[src/rtl/seg_scan_mux_if.sv]
// Purpose : bundles the time-field inputs, blink select and display drive
//           outputs of seg_scan_mux into one port.
// Ports   : six packed-BCD time fields, blink_sel (in); an, seg, dp, frame_done (out)
// Modports: master drives the time fields and reads the display; slave is the mux.
interface seg_scan_mux_if;
    // Time fields, two packed BCD digits each: [7:4] tens, [3:0] ones
    logic [7:0]  sec_bcd;
    logic [7:0]  min_bcd;
    logic [7:0]  hour_bcd;
    logic [7:0]  day_bcd;
    logic [7:0]  month_bcd;
    logic [7:0]  year_bcd;
    // Field to blink: 1 sec .. 6 year, 0/7 none
    logic [2:0]  blink_sel;
    // Active-low display drive
    logic [11:0] an;
    logic [6:0]  seg;
    logic        dp;
    // Single-cycle pulse on the last cycle of each scan frame
    logic        frame_done;

    modport master (
        output sec_bcd, min_bcd, hour_bcd, day_bcd, month_bcd, year_bcd, blink_sel,
        input  an, seg, dp, frame_done
    );

    modport slave (
        input  sec_bcd, min_bcd, hour_bcd, day_bcd, month_bcd, year_bcd, blink_sel,
        output an, seg, dp, frame_done
    );
endinterface

[src/rtl/seg_scan_mux.sv]
// Purpose : 12-digit multiplexed 7-segment driver for a sec/min/hour/day/month/year clock.
// Latency : an/seg/dp follow the digit index by one clk; inputs appear from the next frame.
// Backpressure: none -- free-running scan; input fields are sampled once per frame.
//
// Ports:
//   clk  - single clock, all state updates on its rising edge
//   rst  - asynchronous, active-high reset
//   bus  - seg_scan_mux_if.slave: BCD fields + blink_sel in, an/seg/dp/frame_done out
// Parameters:
//   REFRESH_DIV  - clk cycles each digit stays selected (>= 2)
//   BLINK_FRAMES - full scan frames per blink phase (>= 1)
// Build option:
//   SEG_SCAN_BLINK_EN - when defined, the field selected by blink_sel is blanked
//                       during every other group of BLINK_FRAMES frames. When not
//                       defined, blink_sel is ignored and nothing is ever blanked.
//
// Slot map (even = ones digit, odd = tens digit):
//   0/1 sec, 2/3 min, 4/5 hour, 6/7 day, 8/9 month, 10/11 year
module seg_scan_mux #(
    parameter int REFRESH_DIV  = 1000,
    parameter int BLINK_FRAMES = 32
) (
    input  logic          clk,
    input  logic          rst,
    seg_scan_mux_if.slave bus
);

    // ------------------------------------------------------------------
    // Constants
    // ------------------------------------------------------------------
    // REFRESH_DIV >= 2 guarantees at least one prescaler bit.
    localparam int              PW         = $clog2(REFRESH_DIV);
    localparam logic [PW-1:0]   PRESC_LAST = PW'(REFRESH_DIV - 1);
    localparam logic [3:0]      IDX_LAST   = 4'd11;

    // ------------------------------------------------------------------
    // State
    // ------------------------------------------------------------------
    logic [PW-1:0] presc_q;
    logic [3:0]    idx_q;

    // Frame-stable copies of the time fields
    logic [7:0]    sec_sh_q;
    logic [7:0]    min_sh_q;
    logic [7:0]    hour_sh_q;
    logic [7:0]    day_sh_q;
    logic [7:0]    month_sh_q;
    logic [7:0]    year_sh_q;

    // Registered display drive
    logic [11:0]   an_q;
    logic [6:0]    seg_q;
    logic          dp_q;

    // ------------------------------------------------------------------
    // Combinational signals
    // ------------------------------------------------------------------
    logic          scan_tick;    // prescaler wraps: digit index advances
    logic          frame_wrap;   // scan tick on the last slot: frame boundary
    logic [2:0]    field_idx;    // 0 sec .. 5 year
    logic [2:0]    field_num;    // 1 sec .. 6 year, same encoding as blink_sel
    logic [7:0]    field_bcd;
    logic [3:0]    nibble;
    logic [11:0]   an_nxt;
    logic [6:0]    seg_nxt;
    logic          dp_nxt;
    logic          blank;

    assign scan_tick  = (presc_q == PRESC_LAST);
    assign frame_wrap = scan_tick && (idx_q == IDX_LAST);

    // ------------------------------------------------------------------
    // Prescaler: 0 .. REFRESH_DIV-1, wrapping
    // ------------------------------------------------------------------
    always_ff @(posedge clk or posedge rst) begin
        if (rst) begin
            presc_q <= '0;
        end else if (scan_tick) begin
            presc_q <= '0;
        end else begin
            presc_q <= presc_q + 1'b1;
        end
    end

    // ------------------------------------------------------------------
    // Digit index: 0 .. 11, advancing once per scan tick
    // ------------------------------------------------------------------
    always_ff @(posedge clk or posedge rst) begin
        if (rst) begin
            idx_q <= '0;
        end else if (scan_tick) begin
            if (frame_wrap) begin
                idx_q <= '0;
            end else begin
                idx_q <= idx_q + 4'd1;
            end
        end
    end

    // ------------------------------------------------------------------
    // Shadow capture
    // All six fields are sampled on the same edge that returns the index
    // to slot 0, so a whole frame is drawn from one consistent snapshot
    // and a rollover (e.g. 23:59:59 -> 00:00:00) never shows half-applied.
    // ------------------------------------------------------------------
    always_ff @(posedge clk or posedge rst) begin
        if (rst) begin
            sec_sh_q   <= '0;
            min_sh_q   <= '0;
            hour_sh_q  <= '0;
            day_sh_q   <= '0;
            month_sh_q <= '0;
            year_sh_q  <= '0;
        end else if (frame_wrap) begin
            sec_sh_q   <= bus.sec_bcd;
            min_sh_q   <= bus.min_bcd;
            hour_sh_q  <= bus.hour_bcd;
            day_sh_q   <= bus.day_bcd;
            month_sh_q <= bus.month_bcd;
            year_sh_q  <= bus.year_bcd;
        end
    end

    // ------------------------------------------------------------------
    // Blink phase
    // ------------------------------------------------------------------
`ifdef SEG_SCAN_BLINK_EN
    localparam int            FW         = (BLINK_FRAMES > 1) ? $clog2(BLINK_FRAMES) : 1;
    localparam logic [FW-1:0] FRAME_LAST = FW'(BLINK_FRAMES - 1);

    logic [FW-1:0] frame_cnt_q;
    logic          blink_phase_q;

    always_ff @(posedge clk or posedge rst) begin
        if (rst) begin
            frame_cnt_q   <= '0;
            blink_phase_q <= 1'b0;
        end else if (frame_wrap) begin
            if (frame_cnt_q == FRAME_LAST) begin
                frame_cnt_q   <= '0;
                blink_phase_q <= ~blink_phase_q;
            end else begin
                frame_cnt_q   <= frame_cnt_q + 1'b1;
            end
        end
    end

    // blink_sel is used live, so a new selection shows on the very next
    // output update. Values 0 and 7 can never equal field_num (1..6).
    assign blank = blink_phase_q && (bus.blink_sel == field_num);
`else
    logic unused_blink_sel;

    assign unused_blink_sel = ^bus.blink_sel;
    assign blank            = 1'b0;
`endif

    // ------------------------------------------------------------------
    // Current digit selection
    // ------------------------------------------------------------------
    assign field_idx = idx_q[3:1];
    assign field_num = field_idx + 3'd1;

    always_comb begin
        field_bcd = 8'h00;
        case (field_idx)
            3'd0:    field_bcd = sec_sh_q;
            3'd1:    field_bcd = min_sh_q;
            3'd2:    field_bcd = hour_sh_q;
            3'd3:    field_bcd = day_sh_q;
            3'd4:    field_bcd = month_sh_q;
            3'd5:    field_bcd = year_sh_q;
            default: field_bcd = 8'h00;
        endcase
    end

    assign nibble = idx_q[0] ? field_bcd[7:4] : field_bcd[3:0];

    // ------------------------------------------------------------------
    // BCD to 7-segment, active low, bit order g..a.
    // Non-BCD nibbles show a dash so a bad input is visible on the display.
    // ------------------------------------------------------------------
    always_comb begin
        seg_nxt = 7'b0111111;
        case (nibble)
            4'd0:    seg_nxt = 7'b1000000;
            4'd1:    seg_nxt = 7'b1111001;
            4'd2:    seg_nxt = 7'b0100100;
            4'd3:    seg_nxt = 7'b0110000;
            4'd4:    seg_nxt = 7'b0011001;
            4'd5:    seg_nxt = 7'b0010010;
            4'd6:    seg_nxt = 7'b0000010;
            4'd7:    seg_nxt = 7'b1111000;
            4'd8:    seg_nxt = 7'b0000000;
            4'd9:    seg_nxt = 7'b0010000;
            default: seg_nxt = 7'b0111111;
        endcase
    end

    // One-cold anode for the current slot
    assign an_nxt = ~(12'h001 << idx_q);

    // Decimal points separate fields: after the ones digits of min, hour,
    // day and month.
    always_comb begin
        dp_nxt = 1'b1;
        case (idx_q)
            4'd2, 4'd4, 4'd6, 4'd8: dp_nxt = 1'b0;
            default:                dp_nxt = 1'b1;
        endcase
    end

    // ------------------------------------------------------------------
    // Output registers: updated every cycle so that an, seg and dp change
    // together one clock after the index does.
    // ------------------------------------------------------------------
    always_ff @(posedge clk or posedge rst) begin
        if (rst) begin
            an_q  <= 12'hFFF;
            seg_q <= 7'h7F;
            dp_q  <= 1'b1;
        end else begin
            an_q  <= blank ? 12'hFFF : an_nxt;
            seg_q <= seg_nxt;
            dp_q  <= dp_nxt;
        end
    end

    assign bus.an         = an_q;
    assign bus.seg        = seg_q;
    assign bus.dp         = dp_q;
    // Prescaler resets to 0, so this stays low throughout reset.
    assign bus.frame_done = frame_wrap;

endmodule

[src/flat_wrapper.sv]
// flat-port wrapper written by rule: the top's interface ports become plain ports
module seg_scan_mux_flat 
#(
    parameter int REFRESH_DIV  = 1000,
    parameter int BLINK_FRAMES = 32
)
  (clk, rst, bus_sec_bcd, bus_min_bcd, bus_hour_bcd, bus_day_bcd, bus_month_bcd, bus_year_bcd, bus_blink_sel, bus_an, bus_seg, bus_dp, bus_frame_done);
  seg_scan_mux_if bus_i ();
  input  logic clk;
  input  logic rst;
  input wire logic [$bits(bus_i.sec_bcd)-1:0] bus_sec_bcd;
  input wire logic [$bits(bus_i.min_bcd)-1:0] bus_min_bcd;
  input wire logic [$bits(bus_i.hour_bcd)-1:0] bus_hour_bcd;
  input wire logic [$bits(bus_i.day_bcd)-1:0] bus_day_bcd;
  input wire logic [$bits(bus_i.month_bcd)-1:0] bus_month_bcd;
  input wire logic [$bits(bus_i.year_bcd)-1:0] bus_year_bcd;
  input wire logic [$bits(bus_i.blink_sel)-1:0] bus_blink_sel;
  output wire logic [$bits(bus_i.an)-1:0] bus_an;
  output wire logic [$bits(bus_i.seg)-1:0] bus_seg;
  output wire logic [$bits(bus_i.dp)-1:0] bus_dp;
  output wire logic [$bits(bus_i.frame_done)-1:0] bus_frame_done;
  assign bus_i.sec_bcd = bus_sec_bcd;
  assign bus_i.min_bcd = bus_min_bcd;
  assign bus_i.hour_bcd = bus_hour_bcd;
  assign bus_i.day_bcd = bus_day_bcd;
  assign bus_i.month_bcd = bus_month_bcd;
  assign bus_i.year_bcd = bus_year_bcd;
  assign bus_i.blink_sel = bus_blink_sel;
  assign bus_an = bus_i.an;
  assign bus_seg = bus_i.seg;
  assign bus_dp = bus_i.dp;
  assign bus_frame_done = bus_i.frame_done;
  seg_scan_mux #(.REFRESH_DIV(REFRESH_DIV), .BLINK_FRAMES(BLINK_FRAMES)) u_core (.clk(clk), .rst(rst), .bus(bus_i));
endmodule
[config.mk]
export PLATFORM = sky130hd
export DESIGN_NAME = seg_scan_mux_flat
export DESIGN_NICKNAME = d
export VERILOG_FILES = /design/src/rtl/seg_scan_mux_if.sv /design/src/rtl/seg_scan_mux.sv /design/src/flat_wrapper.sv
export SDC_FILE = /design/constraint.sdc
export NUM_CORES = 1
export LEC_CHECK = 0
export CORE_UTILIZATION = 42
export DETAILED_ROUTE_END_ITERATION = 10
export HOLD_SLACK_MARGIN = 0.05
export PLACE_DENSITY = 0.7
export SLEW_MARGIN = 20
export SYNTH_ARGS = -nofsm -noshare
export SYNTH_HDL_FRONTEND = slang
export SYNTH_SLANG_ARGS = --single-unit
export TNS_END_PERCENT = 30
[constraint.sdc]
create_clock -name clk -period 2.5 [get_ports clk]
set_clock_uncertainty 0.1 [all_clocks]
set_input_delay 0.5 -clock clk [delete_from_list [all_inputs] [get_ports clk]]
set_output_delay 0.5 -clock clk [all_outputs]
set_load 0.03 [all_outputs]
# [Yosys cells after proc, flatten, opt, wreduce, memory -nomap -nowiden]
# Memory sizes are Yosys's and may differ from the RTL's. A register that Yosys moved wholly into a read port is not among the register bits.
# Cells that the tools add are included.
[op_classes] bitwise=1 multipliers=0 div=0 n_eq_ne=11 n_addsub=2 reduce_logical=3 order_cmp=0 n_shift=1 muxes=5
[op_table] operator="8-bit case mux with 6 select lines" count=1
[op_table] operator="12-bit NOT" count=1
[op_table] operator="1-bit by 4-bit left shift with 12-bit output, first input constant" count=1
[op_table] operator="10-bit by 1-bit adder with 10-bit output, second input constant" count=1
[op_table] operator="10-bit == test, second input constant" count=1
[op_table] operator="10-bit 2-to-1 mux" count=1
[op_table] operator="4-bit by 3-bit == test with 1-bit output, second input constant" count=2
[op_table] operator="4-bit == test, second input constant" count=2
[op_table] operator="4-bit 2-to-1 mux" count=2
[op_table] operator="3-bit by 2-bit == test with 1-bit output, second input constant" count=2
[op_table] operator="3-bit == test, second input constant" count=2
[op_table] operator="4-bit by 1-bit adder with 4-bit output, second input constant" count=1
[op_table] operator="4-bit by 2-bit == test with 1-bit output, second input constant" count=1
[op_table] operator="4-bit OR reduction" count=1
[op_table] operator="3-bit by 1-bit == test with 1-bit output, second input constant" count=1
[op_table] operator="3-bit zero test" count=1
[op_table] operator="1-bit logical AND" count=1
[op_table] operator="1-bit 2-to-1 mux" count=1
[totals] inputBits=53 latch_bits=0 n_memories=1 ram_bits=0 romBits=112 ff_bits=75
[memory_table] memory="(no name shown)" depth=16 width=7 read_ports=1 rd_ports_with_merged_regs=1 wr=0 line="seg_scan_mux.sv:185" source="case (nibble)"

# [Logic depth before layout (Yosys ltp)]
[logic_depth] ltp_word=3 mapped_depth=10

# [Worst setup path before layout]
# OpenSTA, ideal clock, no wires.
[synth_path] path_type="reg2out" from="reg u_core.presc_q[0]" to="out bus_frame_done" required_time_ps=1900 arrival_time_ps=1761 slack_ps=139 n_path_buf=4 path_stages_with_launch=10 path_cell_list="dfrtp_1 ha_1 nand4b_1 nor2_1 and3_1 buf_2 and3_1 clkbuf_1 buf_4 buf_2"
[synth_between] elab_chain_len=2
[synth_lines] element="from (decl)" line="seg_scan_mux.sv:39" source="logic [PW-1:0] presc_q;"
[synth_lines] element="from (signal assigned)" line="seg_scan_mux.sv:81" source="presc_q <= presc_q + 1'b1;"
[synth_lines] element="10-bit == test" line="seg_scan_mux.sv:69" source="assign scan_tick = (presc_q == PRESC_LAST);"
[synth_lines] element="1-bit logical AND" line="seg_scan_mux.sv:70" source="assign frame_wrap = scan_tick && (idx_q == IDX_LAST);"
[synth_lines] element="to (decl)" line="flat_wrapper.sv:21" source="output wire logic [$bits(bus_i.frame_done)-1:0] bus_frame_done;"
# No other way between the ends.

# [Worst setup path after layout]
# Ends and elaborated chain as after synthesis.

==> flow_summary_export.csv <==
group,metric,value,unit
timing,period_needed,2.40,ns
timing,hold_viol_final,0,
place,placed_cells,469,
grt,grt_use_total,17.4,%
detailed_routing,top_layer_used,"met4",
setup_path,slowest_delay,0.38,ns
floorplan,fp.dieH,96.0,microns
detailed_routing,vias,2479,
power_and_ir_drop,power_leakage,2.16,nW
floorplan,start_util,44.2,%
status,status,"complete, no violations",
detailed_routing,met1_length,3.62,mm
synthesis,synth_top_family_by_area,"multiplexers",
synthesis,synth-seq-area-share,56.0,%
timing,max_slew_margin,69.7,%
synthesis,ys_types,39,
timing,setup_viol,0,
detailed_routing,wl_per_cell,14.9,microns
timing,fin_setup_tns,0,ns
synthesis,ys_ff_latch,82,
clock_tree,cts_tree,"built",
synthesis,synth_top_area_cell,"dfrtp_1",
floorplan,ios,74,
final_layout,fin_util,57.2,%
grt,grt_pass1_wl,11.8,mm
detailed_routing,drc,0,
synthesis,ys_top_cells_by_count,"62 x dfrtp_1, 54 x mux2_2, 25 x nand2_1",
final_layout,drive_above_1_share,30.2,%
flow_run,maxCapViolCount,0,
clock_tree,max-clock-path-buffers,2,
synthesis,synth.most_common_cell,"dfrtp_1",
worst_hold_path,min_to,"u_core.presc_q[9]",
synthesis,postSynthAreaPerCell,12.6,sq um
place,gp_routability_congestion,0.831,
power_and_ir_drop,p_per_area,478,mW/mm^2
floorplan,dieArea,0.00921,sq mm
place,hpwlAfterDp,5.12,mm
place,port_buffers,70,
synthesis,synth_simple_gate_area_share,8.03,%
synthesis,async_reset_ff_share,100,%
synthesis,synth_mux_area_share,20.0,%
grt,antenna_found_initial,0,
setup_path,worst-setup-path-type,"reg2out",
final_layout,area_delta_synth_final,29.2,%
worst_hold_path,holdPathStages,1,
synthesis,synth_xor_area_share,1.65,%
grt,grt-ovfl-total,0,
setup_path,cp_data_required_time,1.90,ns
synthesis,synth_nets,358,
setup_path,crit_path_start_kind,"flop",
setup_path,cp-end-kind,"primary output",
final_layout,instances_no_fill,486,
detailed_routing,wl,7.23,mm
setup_path,reg2reg_from,"u_core.idx_q[2]",
setup_path,worstPathArrival,1.80,ns
timing,holdWs,0.401,ns
final_layout,diodes,0,
floorplan,core_area,0.00838,sq mm
timing,fmax,417,MHz
clock_tree,holdBufCountCts,0,
timing,maxSlewViolCount,0,
detailed_routing,wl_met3,389,microns
setup_path,reg2regPathDepth,7,
timing,rsz0062_at_grt,"no",
floorplan,num_rows,33,
clock_tree,cts_buffers,9,
detailed_routing,dr.pass1.iters,4,
grt,grt_max_degree,83,
setup_path,r2r-end,"u_core.bus.seg[3]",
detailed_routing,wl_met2,3.17,mm
floorplan,die_w,96.0,microns
power_and_ir_drop,ir_worst_vdd,248,uV
synthesis,synth_cells,295,
clock_tree,path_clk_slew,0.07,ns
grt,grt_pass1_vias,2321,
synthesis,synthAdderAreaFrac,3.37,%
setup_path,ff2ff_setup_slack,0.19,ns
synthesis,synth-compound-area-share,7.39,%
timing,timing.final.crit_share,96.0,%
setup_path,cp_slowest_cell,"dfrtp_1",
power_and_ir_drop,fin_total_pwr,0.00229,W
detailed_routing,vias_per_cell,5.10,
detailed_routing,drt_iter0_markers,156,
setup_path,cp_max_fo,3,
worst_hold_path,hold_path.class,"reg2reg",
synthesis,yosys.area.top_type_share,41.8,%
synthesis,synth_edf_count,0,
synthesis,syn_area,0.00371,sq mm
worst_hold_path,hold_start,"u_core.presc_q[9]",
timing,tightest_slew,0.454,ns
synthesis,yosysWarnings,0,
clock_tree,htreeDepth,3,
clock_tree,clock_sinks,82,
synthesis,synthTopCellsByArea,"dfrtp_1 42%, mux2_2 16%, dfstp_2 14%",
final_layout,nets,439,
setup_path,path_cells,"ha_2, nand4b_1, nor2_2, and3_1, and3_2, buf_4",
clock_tree,root_buffer,"clkbuf_8",
detailed_routing,ant_nets,0,
clock_tree,clock_latency,0.34,ns
synthesis,ys_dominant_reg_cell,"dfrtp_1",
what timing repair did:
action	CTS	global route
gates resized for setup	0	3
setup endpoints to repair	0	2
buffers inserted	0	1
how the worst max path moves through the flow:
stage	startpoint	endpoint	slack [ns]	cells past startpoint
finish	u_core.presc_q[0]	bus_frame_done	0.10	6
global route	u_core.idx_q[2]	u_core.bus.seg[3]	0.01	7
CTS	u_core.presc_q[0]	bus_frame_done	0.03	6
detailed placement	u_core.idx_q[2]	u_core.bus.seg[3]	0.18	7
global placement	u_core.idx_q[2]	u_core.bus.seg[3]	0.25	7
floorplan	u_core.presc_q[0]	bus_frame_done	0.14	9
per-stage QoR:
stage,cell area (sq um),setup WS [ns]
after global routing,4790,0.00984
after detailed placement,4600,0.178
final,4790,0.101
after CTS,4770,0.0309
after global placement,4600,0.251
after floorplan,3710,0.139
cells in the final DEF (no fill, tap or decap), types with 3 or more instances in the layout:
| cell type | synthesis | routed |
|---|---|---|
| clkdlybuf4s50_1 | 0 | 69 |
| dfrtp_1 | 62 | 62 |
| mux2_2 | 54 | 54 |
| nand2_1 | 25 | 25 |
| dfstp_2 | 20 | 20 |
| buf_4 | 2 | 15 |
| nor2_1 | 15 | 14 |
| o21ai_0 | 12 | 12 |
| clkbuf_8 | 0 | 11 |
| a21oi_1 | 9 | 9 |
| mux2i_1 | 9 | 9 |
| ha_1 | 10 | 9 |
| nand3_1 | 8 | 8 |
| inv_1 | 7 | 6 |
| and3_1 | 5 | 4 |
| a32oi_1 | 4 | 4 |
| xor2_1 | 4 | 4 |
| nor2b_1 | 3 | 3 |
| o22a_1 | 3 | 3 |
| nand2b_1 | 3 | 3 |
| xnor2_1 | 3 | 3 |
| clkinv_2 | 0 | 3 |
| buf_12 | 0 | 3 |
where the power goes:
group / internal, W / total, W / switching [W] / leakage, nW
logic: 0.0000704 / 0.000108 / 0.0000378 / 1.00
clock network: 0.000412 / 0.000854 / 0.000442 / 0.0932
registers: 0.00133 / 0.00133 / 0 / 1.06
total: 0.00181 / 0.00229 / 0.000480 / 2.16
cell type report:
type | instances | area [sq um]
Fill cell | 703 | 3590
Sequential cell | 82 | 2080
Multi-Input combinational cell | 188 | 1510
Timing Repair Buffer | 87 | 863
Clock buffer | 13 | 159
Tap cell | 105 | 131
Inverter | 8 | 37.5
Clock inverter | 3 | 15.0
critical path, delay by kind of cell (launching register included):
| family | cells | cell delay [ns] |
|---|---|---|
| buffers and inverters | 1 | 0.18 |
| adder cells (fa/ha/maj) | 1 | 0.21 |
| AND/OR/NAND/NOR | 4 | 0.68 |
| flip-flops | 1 | 0.38 |
sequential cells by signal, summed over array words and instances (netlist names):
signal,count
u_core.bus.an,12
u_core.bus.dp,1
u_core.bus.seg,7
u_core.day_sh_q,8
u_core.hour_sh_q,8
u_core.idx_q,4
u_core.min_sh_q,8
u_core.month_sh_q,8
u_core.presc_q,10
u_core.sec_sh_q,8
u_core.year_sh_q,8
layer usage:
layer / track usage [%] / up-vias
li1: - / 1197
met1: 26.2 / 1197
met2: 24.2 / 80
met3: 3.95 / 5
met4: 6.84 / 0
met5: 0 / -
cell families after synthesis:
logic type	after synthesis
AOI/OAI and AO/OA	42
DFF	82
and+or+nand+nor	64
adders and majority gates	10
buffers and inverters	25
muxes	65
xor gates and xnor gates	7
Power figures use the tool's default switching activity.
==> variant 1, RTL diff (same flow settings) <==
The option `SEG_SCAN_BLINK_EN` is turned on by a define.
--- a/src/rtl/seg_scan_mux.sv
+++ b/src/rtl/seg_scan_mux.sv
@@ -17,4 +17,6 @@
 // Slot map (even = ones digit, odd = tens digit):
 //   0/1 sec, 2/3 min, 4/5 hour, 6/7 day, 8/9 month, 10/11 year
+`define SEG_SCAN_BLINK_EN
+
 module seg_scan_mux #(
     parameter int REFRESH_DIV  = 1000,
Function: same outputs for any inputs over 10 cycles, from zero or initial values and one cycle with rst high; that may be too few to reach the edited logic, so the function may still have changed.
==> variant 1 against the unedited design <==
- critical path depth grew 3
- wire length increased by 24%
- sequential power up 7%
- setup slack got worse by 19 ps
- total power is 6.9% higher
- area after synthesis up 8.9%
- first-iteration DRC count up 46%
- clock power is 5.9% higher
- cell area rose by 8.2%
- final cell count up 31%
- sequential cell count up 6
- critical path type is now reg2reg
==> variant 1: results (changes against the unedited design) <==
** Run status
- The run finished with clean final reports.

** Placed design
- The number of placed instances with taps included is 621 (+32%).
- Post-detail-place hpwl :: 6600 um (+29%)
- Final weighted congestion in routability-driven placement :: 0.891 (+7.2%)
- The pre-CTS setup slack was 41.8 ps (-136 ps).
- Buffers added on ports :: 73 (+4.3%)
- The placed cell area is 4960 um2 (+7.9%).

** Cells and area
- The sequential cell area is 2230 um2 (+7.2%).
- Non-filler instance count after layout :: 639 (+31%)
- The fraction of final layout cells with drive strength greater than 1 was 14.7% (-15 points).
- The net count of the finished layout came to 575 (+31%).

** Timing
- Setup slack of the critical path after layout :: 82.0 ps (-18.5 ps)
- Smallest hold slack :: 383 ps (-17.2 ps)
- The slew at the pin closest to its max-slew limit came to 588 ps (+134 ps).

** GRT
- Via count of the first global-routing pass :: 3,031 (+31%)
- The maximum number of pins on one net before global-route repair is 56 (-33%).
- The first-pass GRT wire length was 14,800 um (+26%).
- GRT Overall Usage :: 19.1% (+1.7 points)

** Critical path
- In this design, the largest share of critical-path delay is due to compound AO/OA/AOI/OAI gates.
- R2R depth :: 9 (+2)
- The arrival time at the worst endpoint is 2600 ps (+800 ps).
- The startpoint identified for the worst register-to-register timing path is u_core.idx_q[1]$_DFFE_PP0P_.
- The worst stage delay on the critical path was 400 ps (+20 ps).
- Highest fanout seen on the critical path :: 8 (+5)

** Power
- The maximum resistive drop on vdd is 246 uV (-0.96%).
- Leakage :: 2.23 nW (+3.2%)
- The design internal power came to 1.89 mW (+4.7%).

** Routing
- The total wire length after detailed routing is 8930 um (+24%).
- The detailed-route vias per instance is 4.94 (-3.1%).
- Length of the first detailed-routing pass in iterations :: 6 (+2)
- The violation count after the first detailed-routing iteration is 228 (+46%).

** Worst hold path
- Capture endpoint of the worst hold path :: u_core.presc_q[8]$_DFF_PP0_
- The startpoint identified for the worst hold timing path is u_core.presc_q[8]$_DFF_PP0_.

** Logic synthesis
- By area the synthesized netlist is led by dfrtp_1, nand2_1, dfstp_2.
- Count of unique library cells instantiated by Yosys :: 44 (+13%)
- Gate count of the mapped netlist :: 423 (+43%)
- The net count after synthesis came to 493 (+38%).

** Floorplan
- The core footprint was 9280 um2 (+11%).

** CTS
- The clock transition time at the flip-flop clock pins of the worst setup and hold paths came to 90 ps (+20 ps).
## variant 1: changes by cell type in the layout (fill, tap and decap cells not counted), sizes merged, moves of 4 or more
cell	before	now
a221o	1	7
a221oi	0	6
a222oi	0	6
a32oi	4	0
dfrtp	62	68
ha	10	17
mux2	54	3
mux2i	9	0
nand2	25	179
## variant 1: area by class of cell
| class | count | share of cell area (%) |
|---|---|---|
| clock inverters | 6 | 0.845 |
| flip-flops and latches | 88 | 43.0 |
| inverters | 10 | 0.797 |
| clock buffers | 10 | 2.66 |
| repair buffers | 89 | 17.1 |
| multi-input cells | 307 | 32.5 |
| well taps | 129 | 3.11 |
## variant 1: what timing repair did
action	4_1_cts	5_1_grt
endpoints found under the setup margin	1	6
gates resized for setup	1	6
setup buffers	0	2
pin swaps	0	3
hold buffers	0	0
## variant 1: power groups by stage
stage	Sequential (mW)	Combinational, mW	Clock (mW)
after global placement	1.45	0.120	0
after detailed placement	1.45	0.122	0
after global routing	1.42	0.131	0.992
after CTS	1.42	0.122	0.924
after floorplan	1.45	0.0233	0
final	1.42	0.119	0.904
## variant 1: cells by family (layout without fill, tap and decap cells)
family          count (synthesis)  in the layout  share of synthesized area, %
xor+xnor                       10             10                          2.17
buf+inv                        28            115                          3.81
simple gates                  221            221                          22.4
mux                             3              3                         0.837
flops                          88             88                          55.2
compound gates                 56             56                          10.4
fa+ha+maj                      17             17                          5.27
## variant 1: per-layer routing
metal / vias to the layer above / GRT usage, % / share of wire [%]
met5: - / 0 / 0
li1: 1565 / - / -
met3: 6 / 2.79 / 3.4
met1: 1517 / 26.7 / 47
met2: 69 / 30.5 / 48
met4: 0 / 7.02 / 1.1
==> variant 2, RTL diff (same flow settings) <==
Without the edit above. Compare `idx_q` against `IDX_LAST` with >= in place of ==.
--- a/src/rtl/seg_scan_mux.sv
+++ b/src/rtl/seg_scan_mux.sv
@@ -68,5 +68,5 @@
 
     assign scan_tick  = (presc_q == PRESC_LAST);
-    assign frame_wrap = scan_tick && (idx_q == IDX_LAST);
+    assign frame_wrap = scan_tick && (idx_q >= IDX_LAST);
 
     // ------------------------------------------------------------------
Function: same outputs for any inputs over 10 cycles, from zero or initial values and one cycle with rst high; that may be too few to reach the edited logic, so the function may still have changed.
==> variant 2 against the unedited design <==
- hold slack worse by 15 ps
- final cell count up 2.1%
- non-clock buffer count up 1
- total power rose by 5.4%
- setup slack got worse by 8.3 ps
- cell area up 2.6%
- clock power is 14% higher
- sequential cell count did not move
- sequential power hardly changed
- area after synthesis increased by 2.5%
- wire length rose by 2.0%
- largest cell class unchanged
==> variant 2: results (changes against the unedited design) <==
** Power
- Fraction of power consumed by combinational cells :: 4.5% (-0.2 points)
- The clock network power consumption came to 0.976 mW (+14%).
- The power dissipated by switching net loads is 0.499 mW (+3.9%).
- Switching share of power :: 20.7% (-0.30 points)
- The maximum resistive drop on vdd was 299 uV (+20%).

** Routing
- Average via count per standard cell :: 5.14 (+0.79%)
- Initial DRC count :: 166 (+6.4%)
- The first-pass detailed-route iteration total came to 6 (+2).
- The total wire length after detailed routing was 7380 um (+2.0%).

** Cells and area
- Number of signal-net buffers in the layout :: 88 (+1.1%)
- The layout overhead on the synthesized area came to 29.3% (about the same).
- Number of nets in the layout :: 446 (+1.6%)
- The fraction of final layout cells with drive strength greater than 1 is 19.1% (-11 points).
- Clock buffer count :: 12 (-1)
- Fillers :: 745 (+6.0%)
- Area of the multi-input gates :: 1600 um2 (+6.0%)
- Proportion of final cell area spent on non-clock buffers :: 17.7% (-0.31 points)

** Placed design
- Cells after DPL :: 475 (+1.3%)
- The global placer's final weighted congestion was 0.740 (-11%).
- Post-detail-place hpwl :: 5260 um (+2.7%)
- DP Area :: 4670 um2 (+1.4%)

** Timing
- Final min period :: 2410 ps (+8.28 ps)
- The slew at the pin closest to its max-slew limit was 446 ps (-8.36 ps).

** CTS
- Buffer count from post-CTS setup fixing :: 5 (+5)
- Quantity of gates resized following cts :: 1 (+1)

** GRT
- The maximum number of pins on one net before global-route repair is 47 (-43%).
- The via count of the first global-routing pass was 2,704 (+17%).
- Wire length of the first global-routing pass :: 12,700 um (+7.8%)

** Logic synthesis
- Total nets after synthesis :: 362 (+1.1%)
- The count of unique library cells instantiated by Yosys came to 48 (+23%).
- By area the synthesized netlist is led by dfrtp_1, mux2_1, dfstp_2.

** Run status
- Status :: finished clean
-- variant 2: changes by cell type after synthesis, sizes merged, moves of 3 or more --
cell / before / now
a21o: 0 / 6
a32oi: 4 / 0
nand2: 25 / 21
a211oi: 0 / 3
a221oi: 0 / 3
a31oi: 2 / 5
and3: 5 / 2
o22a: 3 / 0
or2: 0 / 3
-- variant 2: cell families after synthesis --
| logic type | count (synthesis) | share of synthesized area [%] |
|---|---|---|
| xor+xnor | 6 | 1.38 |
| buf+inv | 22 | 3.62 |
| simple gates | 69 | 9.55 |
| mux | 64 | 18.9 |
| compound gates | 46 | 8.59 |
| flops | 82 | 54.6 |
| fa+ha+maj | 10 | 3.29 |
-- variant 2: routing by layer --
metal	track usage, %	share of wire (%)
met2	27.8	49
met5	0	0
met3	3.31	3.7
met4	6.20	1.5
met1	22.3	46
-- variant 2: final timing paths --
path / depth (start not counted) / start / slack [ps] / endpoint
min in group asynchronous: 2 / rst / 410 / u_core.presc_q[2]$_DFF_PP0_
hold / removal: 1 / u_core.min_sh_q[6]$_DFFE_PP0P_ / 390 / u_core.min_sh_q[6]$_DFFE_PP0P_
max in group asynchronous: 3 / rst / 1270 / u_core.bus.seg[5]$_DFF_PP1_
setup / recovery: 6 / u_core.presc_q[1]$_DFF_PP0_ / 90 / bus_frame_done
hold reg to reg: 1 / u_core.min_sh_q[6]$_DFFE_PP0P_ / 390 / u_core.min_sh_q[6]$_DFFE_PP0P_
setup reg to reg: 9 / u_core.idx_q[3]$_DFFE_PP0N_ / 130 / u_core.bus.seg[3]$_DFF_PP1_
-- variant 2: worst max-delay path, stage by stage (launching register included) --
cell and delay (ps):
dfrtp_1 380, ha_2 210, nand2_1 100, nor4b_4 280
nand3_2 150, nor2_4 150, buf_4 180
